<file path="src/rtl/irq_ctrl_if.sv">
// Signal bundle between irq_ctrl, the board/Ethernet sources and the core.
// slave = the controller side, master = the surrounding environment.
interface irq_ctrl_if #(
    parameter int NUM_KEYS   = 4,
    parameter int FIFO_DEPTH = 4
);
    localparam int CNT_W = $clog2(FIFO_DEPTH) + 1;

    logic [NUM_KEYS-1:0] key_n;
    logic                eth_valid;
    logic [31:0]         eth_data;
    logic                rdi_ack;
    logic                interrupt_key;
    logic                interrupt_eth;
    logic [31:0]         interrupt_source_data;
    logic                eth_overflow;
    logic [CNT_W-1:0]    fifo_count;

    modport slave (
        input  key_n, eth_valid, eth_data, rdi_ack,
        output interrupt_key, interrupt_eth, interrupt_source_data,
        output eth_overflow, fifo_count
    );

    modport master (
        output key_n, eth_valid, eth_data, rdi_ack,
        input  interrupt_key, interrupt_eth, interrupt_source_data,
        input  eth_overflow, fifo_count
    );
endinterface

</file>
<file path="src/rtl/irq_ctrl.sv">
// Interrupt source controller: key synchronise/debounce, Ethernet word FIFO, ETH-first arbiter.
// Optional feature macro: IRQ_KEY_DEBOUNCE_EN (debounce counters; when undefined keys pass straight through the synchronizer).
module irq_ctrl #(
    parameter int NUM_KEYS        = 4,
    parameter int FIFO_DEPTH      = 4,
    parameter int DEBOUNCE_CYCLES = 50000
) (
    input  logic      clk,
    input  logic      rst_n,
    irq_ctrl_if.slave bus
);
    localparam int PTR_W = $clog2(FIFO_DEPTH);
    localparam int CNT_W = PTR_W + 1;

    if (NUM_KEYS < 1 || NUM_KEYS > 8) begin : g_bad_num_keys
        $error("irq_ctrl: NUM_KEYS must be 1..8");
    end
    if (FIFO_DEPTH < 2 || (FIFO_DEPTH & (FIFO_DEPTH - 1)) != 0) begin : g_bad_depth
        $error("irq_ctrl: FIFO_DEPTH must be a power of two >= 2");
    end
    if (DEBOUNCE_CYCLES < 2) begin : g_bad_debounce
        $error("irq_ctrl: DEBOUNCE_CYCLES must be >= 2");
    end

    typedef enum logic [1:0] {
        IDLE     = 2'd0,
        FIRE     = 2'd1,
        WAIT_ACK = 2'd2
    } state_t;

    state_t              state_q, state_d;
    logic                src_eth_q, src_eth_d;
    logic [NUM_KEYS-1:0] key_s1_q, key_s2_q;
    logic [NUM_KEYS-1:0] acc_q, acc_d;
    logic [NUM_KEYS-1:0] press_s;
    logic [NUM_KEYS-1:0] pend_q, pend_d;
    logic [31:0]         mem_q [FIFO_DEPTH];
    logic [PTR_W-1:0]    wr_ptr_q, rd_ptr_q;
    logic [CNT_W-1:0]    count_q, count_d;
    logic                ovf_q;
    logic                full_s, push_s, pop_s, drop_s, fire_s;
    logic                irq_key_q, irq_key_d;
    logic                irq_eth_q, irq_eth_d;
    logic [31:0]         data_q, data_d;

    // Two-flop synchronizer for the asynchronous keys; idle level is released (1)
    always_ff @(posedge clk or negedge rst_n) begin
        if (!rst_n) begin
            key_s1_q <= '1;
            key_s2_q <= '1;
        end else begin
            key_s1_q <= bus.key_n;
            key_s2_q <= key_s1_q;
        end
    end

`ifdef IRQ_KEY_DEBOUNCE_EN
    localparam int DB_W = $clog2(DEBOUNCE_CYCLES + 1);

    logic [NUM_KEYS-1:0][DB_W-1:0] db_cnt_q, db_cnt_d;

    // Count cycles the synchronized level disagrees with the accepted one; agreement restarts the count
    always_comb begin
        acc_d    = acc_q;
        db_cnt_d = db_cnt_q;
        for (int i = 0; i < NUM_KEYS; i++) begin
            if (key_s2_q[i] == acc_q[i]) begin
                db_cnt_d[i] = {DB_W{1'b0}};
            end else if (db_cnt_q[i] == DB_W'(DEBOUNCE_CYCLES)) begin
                acc_d[i]    = key_s2_q[i];
                db_cnt_d[i] = {DB_W{1'b0}};
            end else begin
                db_cnt_d[i] = db_cnt_q[i] + DB_W'(1);
            end
        end
    end

    // Debounce counter registers
    always_ff @(posedge clk or negedge rst_n) begin
        if (!rst_n) begin
            db_cnt_q <= '0;
        end else begin
            db_cnt_q <= db_cnt_d;
        end
    end
`else
    // Without debounce the accepted level follows the synchronizer output
    always_comb begin
        acc_d = key_s2_q;
    end
`endif

    assign press_s = acc_q & ~acc_d;

    // Accepted key level register
    always_ff @(posedge clk or negedge rst_n) begin
        if (!rst_n) begin
            acc_q <= '1;
        end else begin
            acc_q <= acc_d;
        end
    end

    // Arbiter next state; a non-empty FIFO always wins over pending keys
    always_comb begin
        state_d   = state_q;
        src_eth_d = src_eth_q;
        case (state_q)
            IDLE: begin
                if (count_q != {CNT_W{1'b0}}) begin
                    state_d   = FIRE;
                    src_eth_d = 1'b1;
                end else if (pend_q != {NUM_KEYS{1'b0}}) begin
                    state_d   = FIRE;
                    src_eth_d = 1'b0;
                end else begin
                    state_d = IDLE;
                end
            end
            FIRE: begin
                state_d = WAIT_ACK;
            end
            WAIT_ACK: begin
                if (bus.rdi_ack) begin
                    state_d = IDLE;
                end else begin
                    state_d = WAIT_ACK;
                end
            end
            default: begin
                state_d = IDLE;
            end
        endcase
    end

    // Arbiter state register
    always_ff @(posedge clk or negedge rst_n) begin
        if (!rst_n) begin
            state_q   <= IDLE;
            src_eth_q <= 1'b0;
        end else begin
            state_q   <= state_d;
            src_eth_q <= src_eth_d;
        end
    end

    assign full_s = (count_q == CNT_W'(FIFO_DEPTH));
    assign pop_s  = (state_q == WAIT_ACK) && src_eth_q && bus.rdi_ack;
    assign push_s = bus.eth_valid && (!full_s || pop_s);
    assign drop_s = bus.eth_valid && full_s && !pop_s;
    assign fire_s = (state_q == IDLE) && (state_d == FIRE);

    // Datapath next values: occupancy, pending keys and the registered interrupt outputs
    always_comb begin
        count_d = count_q;
        case ({push_s, pop_s})
            2'b10:   count_d = count_q + CNT_W'(1);
            2'b01:   count_d = count_q - CNT_W'(1);
            default: count_d = count_q;
        endcase

        // The key round clears what it reported; a press landing in FIRE survives through press_s
        if ((state_q == FIRE) && !src_eth_q) begin
            pend_d = press_s;
        end else begin
            pend_d = pend_q | press_s;
        end

        data_d    = data_q;
        irq_key_d = 1'b0;
        irq_eth_d = 1'b0;
        if (fire_s) begin
            irq_key_d = !src_eth_d;
            irq_eth_d = src_eth_d;
            if (src_eth_d) begin
                data_d = mem_q[rd_ptr_q];
            end else begin
                data_d = {{(32 - NUM_KEYS){1'b0}}, pend_d};
            end
        end else begin
            data_d = data_q;
        end
    end

    // Circular FIFO storage, pointers and the sticky overflow flag
    always_ff @(posedge clk or negedge rst_n) begin
        if (!rst_n) begin
            for (int i = 0; i < FIFO_DEPTH; i++) begin
                mem_q[i] <= 32'h0;
            end
            wr_ptr_q <= {PTR_W{1'b0}};
            rd_ptr_q <= {PTR_W{1'b0}};
            count_q  <= {CNT_W{1'b0}};
            ovf_q    <= 1'b0;
        end else begin
            if (push_s) begin
                mem_q[wr_ptr_q] <= bus.eth_data;
                wr_ptr_q        <= wr_ptr_q + PTR_W'(1);
            end
            if (pop_s) begin
                rd_ptr_q <= rd_ptr_q + PTR_W'(1);
            end
            count_q <= count_d;
            ovf_q   <= ovf_q | drop_s;
        end
    end

    // Pending keys and registered interrupt outputs
    always_ff @(posedge clk or negedge rst_n) begin
        if (!rst_n) begin
            pend_q    <= {NUM_KEYS{1'b0}};
            irq_key_q <= 1'b0;
            irq_eth_q <= 1'b0;
            data_q    <= 32'h0;
        end else begin
            pend_q    <= pend_d;
            irq_key_q <= irq_key_d;
            irq_eth_q <= irq_eth_d;
            data_q    <= data_d;
        end
    end

    assign bus.interrupt_key         = irq_key_q;
    assign bus.interrupt_eth         = irq_eth_q;
    assign bus.interrupt_source_data = data_q;
    assign bus.eth_overflow          = ovf_q;
    assign bus.fifo_count            = count_q;
endmodule

</file>
<file path="src/flat_wrapper.sv">
// flat-port wrapper written by rule: the top's interface ports become plain ports
module irq_ctrl_flat 
#(
    parameter int NUM_KEYS        = 4,
    parameter int FIFO_DEPTH      = 4,
    parameter int DEBOUNCE_CYCLES = 50000
)
  (clk, rst_n, bus_key_n, bus_eth_valid, bus_eth_data, bus_rdi_ack, bus_interrupt_key, bus_interrupt_eth, bus_interrupt_source_data, bus_eth_overflow, bus_fifo_count);
  irq_ctrl_if #(.NUM_KEYS(NUM_KEYS), .FIFO_DEPTH(FIFO_DEPTH)) bus_i ();
  input  logic clk;
  input  logic rst_n;
  input wire logic [$bits(bus_i.key_n)-1:0] bus_key_n;
  input wire logic [$bits(bus_i.eth_valid)-1:0] bus_eth_valid;
  input wire logic [$bits(bus_i.eth_data)-1:0] bus_eth_data;
  input wire logic [$bits(bus_i.rdi_ack)-1:0] bus_rdi_ack;
  output wire logic [$bits(bus_i.interrupt_key)-1:0] bus_interrupt_key;
  output wire logic [$bits(bus_i.interrupt_eth)-1:0] bus_interrupt_eth;
  output wire logic [$bits(bus_i.interrupt_source_data)-1:0] bus_interrupt_source_data;
  output wire logic [$bits(bus_i.eth_overflow)-1:0] bus_eth_overflow;
  output wire logic [$bits(bus_i.fifo_count)-1:0] bus_fifo_count;
  assign bus_i.key_n = bus_key_n;
  assign bus_i.eth_valid = bus_eth_valid;
  assign bus_i.eth_data = bus_eth_data;
  assign bus_i.rdi_ack = bus_rdi_ack;
  assign bus_interrupt_key = bus_i.interrupt_key;
  assign bus_interrupt_eth = bus_i.interrupt_eth;
  assign bus_interrupt_source_data = bus_i.interrupt_source_data;
  assign bus_eth_overflow = bus_i.eth_overflow;
  assign bus_fifo_count = bus_i.fifo_count;
  irq_ctrl #(.NUM_KEYS(NUM_KEYS), .FIFO_DEPTH(FIFO_DEPTH), .DEBOUNCE_CYCLES(DEBOUNCE_CYCLES)) u_core (.clk(clk), .rst_n(rst_n), .bus(bus_i));
endmodule
</file>
<file path="config.mk">
export PLATFORM = sky130hd
export DESIGN_NAME = irq_ctrl_flat
export DESIGN_NICKNAME = d
export VERILOG_FILES = /design/src/rtl/irq_ctrl_if.sv /design/src/rtl/irq_ctrl.sv /design/src/flat_wrapper.sv
export SDC_FILE = /design/constraint.sdc
export NUM_CORES = 1
export LEC_CHECK = 0
export CORE_MARGIN = 3
export CORE_UTILIZATION = 30
export CTS_BUF_LIST = sky130_fd_sc_hd__clkbuf_8
export DETAILED_ROUTE_END_ITERATION = 10
export PLACE_DENSITY = 0.5
export SLEW_MARGIN = 5
export SYNTH_ARGS = -nofsm -noshare
export SYNTH_HDL_FRONTEND = slang
export SYNTH_SLANG_ARGS = --single-unit
</file>
<file path="constraint.sdc">
create_clock -name clk -period 5.8 [get_ports clk]
set_clock_uncertainty 0.05 [all_clocks]
set_input_delay 1.16 -clock clk [delete_from_list [all_inputs] [get_ports clk]]
set_output_delay 1.16 -clock clk [all_outputs]
set_load 0.01 [all_outputs]
</file>
Yosys cells after proc, flatten, opt, wreduce, memory -nomap -nowiden
Cells that the tools add are included.

storage, ports and cells
  ROM bits = 0
  memories kept = 0
  input port bits = 40
  output and inout port bits = 38
  RAM bits = 0
  bits in latches = 0
  bits in registers = 189

operators by class
  muxes and demuxes = 18
  multipliers = 0
  shifts and indexed selects = 0
  equal/unequal tests = 6
  bitwise operators = 6
  $add $sub $neg = 4
  magnitude comparators = 3
  divide/modulo/power cells = 0
  reductions and logical operators = 17

operator list
  kind                                                         count
  bitwise mux 128 bit                                          1
  2-to-1 mux 32 bit                                            4
  binary-select mux 32 bit (select 2 bit)                      1
  demux 32 bit (select 2 bit)                                  1
  logical AND 1 bit                                            8
  2-to-1 mux 1 bit                                             7
  equality test 2 x 1 -> 1 bit (second input constant)         3
  greater-or-equal comparator 3 bit (second input constant)    2
  NOT 2 -> 3 bit                                               2
  one-hot mux 2 bit (3 select lines)                           1
  one-hot mux 3 bit (2 select lines)                           1
  adder 2 x 1 -> 2 bit (second input constant)                 2
  AND 4 bit                                                    1
  equality test 2 bit (second input constant)                  2
  logical NOT 1 bit                                            4
  2-to-1 mux 4 bit                                             1
  NOT 4 bit                                                    1
  OR 4 bit                                                     1
  nonzero test 4 bit                                           1
  adder 3 x 1 -> 3 bit (second input constant)                 1
  equality test 3 bit (second input constant)                  1
  less-than comparator 3 x 1 -> 1 bit (second input constant)  1
  nonzero test 3 bit                                           1
  subtractor 3 x 1 -> 3 bit (second input constant)            1
  5 further kinds                                              5

Longest topological paths before layout
Gate-level depths: netlist of run 1.

  word-level depth = 7
  depth in mapped cells = 9
  mapped depth without buffers = 8

Least setup slack after synthesis of run 1
Ideal clock, no wire load.

  path kind = input to register
  from = in bus_rdi_ack
  to = reg u_core.count_q[2] (netlist: u_core.bus.fifo_count[2])
  setup time = 0.079 ns
  arrival time = 2.713 ns
  buffers on the path = 1
  path slack = 2.958 ns
  stages on the path = 9
  cells stage by stage = and4b_1 -> buf_4 -> o21ai_2 -> ha_1 -> inv_1 -> fa_1 -> xor2_1 -> nor2_1 -> xor2_1

on the way
  cells in the longest elaborated chain, start to end = 5

RTL lines
  what                                                                             RTL line            text
  from (decl)                                                                      flat_wrapper.sv:15  input wire logic [$bits(bus_i.rdi_ack)-1:0] bus_rdi_ack;
  logical AND 1 bit *                                                              irq_ctrl.sv:148     assign pop_s = (state_q == WAIT_ACK) && src_eth_q && bus.rdi_ack;
  net u_core.pop_s                                                                 irq_ctrl.sv:41      logic full_s, push_s, pop_s, drop_s, fire_s;
  logical OR 1 bit                                                                 irq_ctrl.sv:149     assign push_s = bus.eth_valid && (!full_s || pop_s);
  logical AND 1 bit                                                                irq_ctrl.sv:149
  equality test 2 x 1 -> 1 bit / equality test 2 bit (equally long branches)       irq_ctrl.sv:156     case ({push_s, pop_s})
  one-hot mux 3 bit (2 select lines) / nonzero test 2 bit (equally long branches)  --
  to (signal assigned)                                                             irq_ctrl.sv:193     count_q <= {CNT_W{1'b0}};
  to (signal assigned)                                                             irq_ctrl.sv:203     count_q <= count_d;
  to (decl)                                                                        irq_ctrl.sv:39      logic [CNT_W-1:0] count_q, count_d;

The timed path passes the listed nets; every way through them passes the cells marked *.
A chain may end at the register's enable or synchronous reset.

Final worst setup path of run 1
  from = in bus_rdi_ack
  to = reg u_core.mem_q[26] (netlist bit)

on the way
  cells in the longest elaborated chain, start to end = 3

RTL lines
  what                             RTL line         text
  logical AND 1 bit                irq_ctrl.sv:148
  logical OR 1 bit                 irq_ctrl.sv:149
  logical AND 1 bit                irq_ctrl.sv:149
  to (signal, indexed assignment)  irq_ctrl.sv:197  mem_q[wr_ptr_q] <= bus.eth_data;
  to (decl)                        irq_ctrl.sv:37   logic [31:0] mem_q [FIFO_DEPTH];

Every way passes these cells.

==> results of run 1 <==
critical path, cell delays in order:
cell             delay [ns]
clkdlybuf4s50_1        0.42
and4b_1                0.42
o211ai_4               0.93
buf_4                  0.34
mux2_4                 0.32
through the flow:
stage	power, mW	hold slack [ns]	utilization	setup WS (ns)	instance area [µm²]
5_1_grt	5.82	0.315	0.362	2.40	9490
3_5_place_dp	4.62	0.297	0.347	1.96	9100
6_report	5.45	0.311	0.362	2.50	9490
4_1_cts	5.54	0.312	0.362	2.48	9490
2_1_floorplan	3.90	0.295	-	2.96	8040
3_3_place_gp	4.56	0.297	0.347	1.97	9100
cells in the final DEF (no fill, tap or decap), types with 4 or more instances in the layout:
cell               n
mux2_4            40
o211ai_4           4
clkdlybuf4s50_1   76
nand3_1            6
a2bb2oi_1          4
dfrtp_1          175
inv_1             21
ha_1               5
mux4_2            32
clkbuf_8          18
mux2_2            86
a22o_1            28
inv_4              4
dfstp_2           12
buf_4              9
o221ai_1           4
state kept, by name, indices dropped and copies added, names as in the netlist:
register and count:
u_core.rd_ptr_q 2, u_core.state_q 2, u_core.bus.interrupt_source_data 32, u_core.wr_ptr_q 2, u_core.bus.fifo_count 3, u_core.bus.interrupt_key 1, u_core.key_s1_q 4, u_core.acc_d 4
u_core.acc_q 4, u_core.src_eth_q 1, u_core.bus.interrupt_eth 1, u_core.bus.eth_overflow 1, u_core.pend_q 4, u_core.mem_q 128
power groups by stage:
stage	Clock [mW]	Combinational (mW)	Sequential, mW
2_1_floorplan	0	1.65	2.25
3_3_place_gp	0	2.22	2.34
3_5_place_dp	0	2.25	2.37
4_1_cts	0.927	2.26	2.35
5_1_grt	0.985	2.41	2.43
6_report	0.887	2.21	2.35
layer usage:
layer	share of wire	vias up	wire length (µm)
met2	0.48	69	8260
li1	-	1906	-
met1	0.47	2290	8160
met5	0.00075	-	13
met3	0.034	17	591
met4	0.013	2	230
cell type report:
type	count	area, µm²	area share
Clock buffer	17	234	0.0246
Clock inverter	15	159	0.0167
Inverter	21	78.8	0.00830
Multi-Input combinational cell	237	3010	0.317
Sequential cell	189	4750	0.500
Tap cell	335	419	0.0441
Timing Repair Buffer	86	842	0.0887
path summary, 6_finish.rpt:
kind                                                     end  cells after the start
worst max-delay path            u_core.mem_q[26]$_DFFE_PN0P_                      5
worst min-delay path               u_core.acc_d[2]$_DFF_PN1_                      0
worst max register to register  u_core.mem_q[26]$_DFFE_PN0P_                      4
worst min register to register     u_core.acc_d[2]$_DFF_PN1_                      0
max in group asynchronous       u_core.mem_q[89]$_DFFE_PN0P_                      2
min in group asynchronous         u_core.pend_q[1]$_DFF_PN0_                      1
logic make-up after synthesis:
logic type,synth area share
flops,0.590
fa+ha+maj,0.0103
simple gates,0.0125
compound gates,0.0546
buf+inv,0.0369
xor+xnor,0.00654
mux,0.289
==> run summary, run 1 <==
Status = finished, final reports clean
Post-CTS setup buffer count = 0
Sw Ratio = 0.323
Clock transition at the registers of the reported paths = 0.10 ns
P&R area growth vs syn = 18.1%
Period Utilization, post-route = 0.570
Post-synth top area cell = dfrtp_1
Top post-synthesis cells by count = 177 x dfrtp_1, 86 x mux2_2, 40 x mux2_4
TritonCTS clock tree = yes
Avg Inst Size Synth = 16.9 µm²
Post-synthesis sequential area ratio = 0.590
DRC Markers = 0
Max Clock Freq = 0.303 GHz
Crit path max fanout = 20
Final Max Slew Viols = 0
Resized Gates After CTS = 0
Tmin final = 3.30 ns
Critical Path AT = 3.59 ns
Remaining Overflow, GRT = 0
Die ar. = 28800 µm²
Ant. Diodes = 0
Final setup viols = 0
Top post-synthesis cells by area = dfrtp_1 55%, mux2_2 12%, mux4_2 9.0%
Synth Register Bits = 189
Worst Hold Class = register to register
Met1 Resource Use GR = 0.173
Die width = 170 µm
Number of cell rows = 59
Max clock buf depth = 2
# IOs = 78
R2r setup slk = 3.02 ns
Power Density = 574 nW/µm²
Pleak = 4.09 nW
Yosys warns = 0
Fin. Hold Viols = 0
Most used flip-flop cell after synthesis = dfrtp_1
Most common cell in the netlist = dfrtp_1
Worst-Skew Late Latency = 0.46 ns
Layout cells sized above 1 = 0.393
Synth Cell Area = 8040 µm²
DRT Pass-1 Iters = 4
Setup TNS = 0 ns
Root Buffer = clkbuf_8
Crit path kind = input port to register
Worst setup SP type = input port
First-pass GRT wire length = 28.1 mm
# fillers = 2460
Worst slew margin = 0.160
Slew @ Worst Pin = 1.25 ns
Nets = 598
Routability congestion estimate = 0.682
Seq pwr share = 0.431
Post-route ant nets = 0
Max VDD drop = 0.213 mV
Core Footprint = 26200 µm²
Post-synth ARST share = 1.00
Routed WL per cell = 19.2 µm
Routed vias = 4284
Worst EP required = 6.09 ns
Antenna violations before repair = 1
Int Power = 3.69 mW
Hpwl dp = 10.8 mm
Post-Synthesis Net Count = 521
Post-synthesis cell count = 475
Hold_buf cts = 0
Setup repair after global routing missed its margin = no
Overall routing resource usage = 0.127
Starting Density = 0.307
Switch Pwr = 1.76 mW
Clk pwr share = 0.163
Share of the synthesized area in the top cell type = 0.551
RR Startpoint = u_core.bus.fifo_count[1]$_DFFE_PN0P_
Number of global-route vias before repair = 4816
Non-filler cells, final = 900
DP Cell Count = 868
Htree depth = 4
Library cells used by synthesis = 33
Top Usage Layer GRT = met2
Met2 usage = 0.201
Grt met3 use = 0.0317
Combinational power share = 0.406
Cts bufs inserted = 17
I/O Buffers = 77
Via density = 4.76
Max cap viols = 0
Die height = 170 µm
Post-synth EDFFs = 0
Hold Path Origin = u_core.key_s1_q[2]$_DFF_PN1_
DR iter-0 viols = 263
Post-Route WL = 17.3 mm
Largest net degree at the start of global routing = 116
CTS sink count = 189
Worst setup path start = bus_rdi_ack
Setup crit end kind = register
(Power assumes the default switching activity.)
==> run 2: changes to the inputs <==
- PLACE_DENSITY: 0.5 -> 0.52
- clock period: 5.8 -> 3 ns (I/O delays scaled with it)
==> run 2 against run 1 <==
  * Clock-buffer cell count is the same
  * Clock power rose by 79%
  * Cell count up 1.6%
  * Combinational power grew 99%
==> run summary, run 2 (synthesis gave the netlist of run 1 again) <==
Ant. Diodes = 0 (unchanged)
Period Utilization, post-route = 0.766
Nets = 612 (+2.3%)
Post-Route WL = 17.9 mm (+3.5%)
Max Clock Freq = 0.435 GHz
Critical path's top delay family = adder cells
P&R area growth vs syn = 19.7%
Overall routing resource usage = 0.130 (+0.00321)
Worst EP required = 3.33 ns (-2.76 ns)
I/O Buffers = 77 (unchanged)
Resized Gates After CTS = 0 (unchanged)
# IOs = 78 (unchanged)
Die height = 170 µm (unchanged)
CP endpoint = u_core.bus.fifo_count[2]$_DFFE_PN0P_
Crit-path most repeated cell = xor2_1
Remaining Overflow, GRT = 0 (unchanged)
Status = finished, final reports clean
Die ar. = 28800 µm² (unchanged)
Most common cell after layout, fill and taps aside = dfrtp_1
Critical Path AT = 2.63 ns (-0.96 ns)
Max cap viols = 0 (unchanged)
Slew @ Worst Pin = 1.16 ns (-0.0925 ns)
Max clock buf depth = 2 (unchanged)
Largest net degree at the start of global routing = 97 (-16%)
Pleak = 4.17 nW (+1.9%)
Number of cell rows = 59 (unchanged)
Max VDD drop = 0.408 mV (+92%)
Hold_buf cts = 0 (unchanged)
Worst hold slack = 0.0846 ns (-0.226 ns)
Htree depth = 4 (unchanged)
Cell count along the critical path = 9 (+4)
Die width = 170 µm (unchanged)
Post-route ant nets = 0 (unchanged)
DRC Markers = 0 (unchanged)
Power Density = 1100 nW/µm² (+91%)
Starting Density = 0.307 (unchanged)
Biggest register = u_core.mem_q
RR Startpoint = u_core.bus.fifo_count[1]$_DFFE_PN0P_
First-pass GRT wire length = 28.8 mm (+2.5%)
RR Endpoint = u_core.bus.fifo_count[2]$_DFFE_PN0P_
Number of global-route vias before repair = 4902 (+1.8%)
Cts bufs inserted = 17 (unchanged)
Crit path max fanout = 5 (-75%)
Worst-Skew Late Latency = 0.46 ns (about the same)
Fin. Hold Viols = 0 (unchanged)
Setup repair after global routing missed its margin = no
Post-CTS setup buffer count = 0 (unchanged)
Worst setup SP type = input port
Worst slew margin = 0.222 (+0.0620)
Root Buffer = clkbuf_8
CTS sink count = 189 (unchanged)
Routed vias = 4364 (+1.9%)
Tmin final = 2.30 ns
TritonCTS clock tree = yes
Antenna violations before repair = 0 (-1)
DR iter-0 viols = 176 (-33%)
Critical-path cell list = clkdlybuf4s50_1 > and4b_1 > o21ai_2 > ha_1 > inv_1 > fa_1 > xor2_1 > nor2_1 > xor2_1
Routed WL per cell = 19.5 µm (+1.9%)
Worst setup path start = bus_rdi_ack
Hpwl dp = 11.6 mm (+7.3%)
Setup TNS = 0 ns (unchanged)
# fillers = 2451 (-0.37%)
Most frequent cells in the layout = 175 x dfrtp_1, 86 x mux2_2, 76 x clkdlybuf4s50_1
Worst Hold Class = input port to async pin
Crit-path slowest cell = clkdlybuf4s50_1
Routability congestion estimate = 0.718 (+5.2%)
Setup crit end kind = register
Final setup viols = 0 (unchanged)
Clock transition at the registers of the reported paths = 0.12 ns (+0.02 ns)
Layout cells sized above 1 = 0.406 (+0.0130)
CP max stage delay = 0.44 ns (-0.49 ns)
Via density = 4.77 (+0.31%)
Core Footprint = 26200 µm² (unchanged)
Worst path bufs/invs = 2 (unchanged)
DRT Pass-1 Iters = 4 (unchanged)
Final Max Slew Viols = 0 (unchanged)
R2r setup slk = 0.72 ns (-2.30 ns)
Max reg flops = 128 (unchanged)
R2r worst-path depth = 8 (+4)
Crit path kind = input port to register
[run 2: per-layer routing]
layer | global-route usage | up-vias | wire, µm
met5 | 0 | - | 0
met4 | 0.0370 | 0 | 209
met3 | 0.0291 | 13 | 585
met2 | 0.216 | 70 | 8830
met1 | 0.172 | 2342 | 8230
li1 | - | 1939 | -
[run 2: cell type report]
| class | count | area, µm² | area share |
|---|---|---|---|
| multi-input cells | 237 | 3010 | 0.313 |
| well taps | 335 | 419 | 0.0436 |
| clock inverters | 15 | 129 | 0.0134 |
| repair buffers | 100 | 997 | 0.104 |
| inverters | 21 | 78.8 | 0.00819 |
| flip-flops and latches | 189 | 4750 | 0.493 |
| clock buffers | 17 | 234 | 0.0243 |
[run 2: power by group]
part | leakage, nW | internal [mW] | switching (mW)
Combinational | 1.73 | 2.70 | 1.69
Sequential | 2.24 | 3.77 | 0.803
Clock | 0.197 | 0.607 | 0.984
Total | 4.17 | 7.07 | 3.48
[run 2: worst reg2reg max path, delay by kind of cell, from the launching register on]
family,cells,cell delay [ns]
AO/OA/AOI/OAI,1,0.20
buffers and inverters,1,0.06
XOR/XNOR,2,0.33
flip-flops,1,0.44
adder cells (fa/ha/maj),2,0.58
AND/OR/NAND/NOR,2,0.56
[run 2: how the worst min path moves through the flow]
stage	end	cells after the start	start	slack, ns
after floorplan	u_core.bus.eth_overflow$_DFF_PN0_	0	rst_n	0.25
after global placement	u_core.acc_d[1]$_DFF_PN1_	0	u_core.key_s1_q[1]$_DFF_PN1_	0.30
after detailed placement	u_core.acc_d[0]$_DFF_PN1_	0	u_core.key_s1_q[0]$_DFF_PN1_	0.30
after CTS	u_core.bus.interrupt_source_data[4]$_DFFE_PN0P_	1	rst_n	0.14
after global routing	u_core.bus.interrupt_source_data[4]$_DFFE_PN0P_	1	rst_n	0.16
final	u_core.bus.interrupt_source_data[4]$_DFFE_PN0P_	1	rst_n	0.08
[run 2: per-stage QoR]
stage                     area, µm²  std cells  total power, mW   util  setup WS, ns
after CTS                      9620        914             10.8  0.367         0.666
after global routing           9620        914             11.3  0.367         0.558
after detailed placement       9260        882             9.11  0.353         0.220
after global placement         9260        882             8.92  0.353         0.259
final                          9620        914             10.6  0.367         0.703
after floorplan                8040        475             7.55      -         0.718
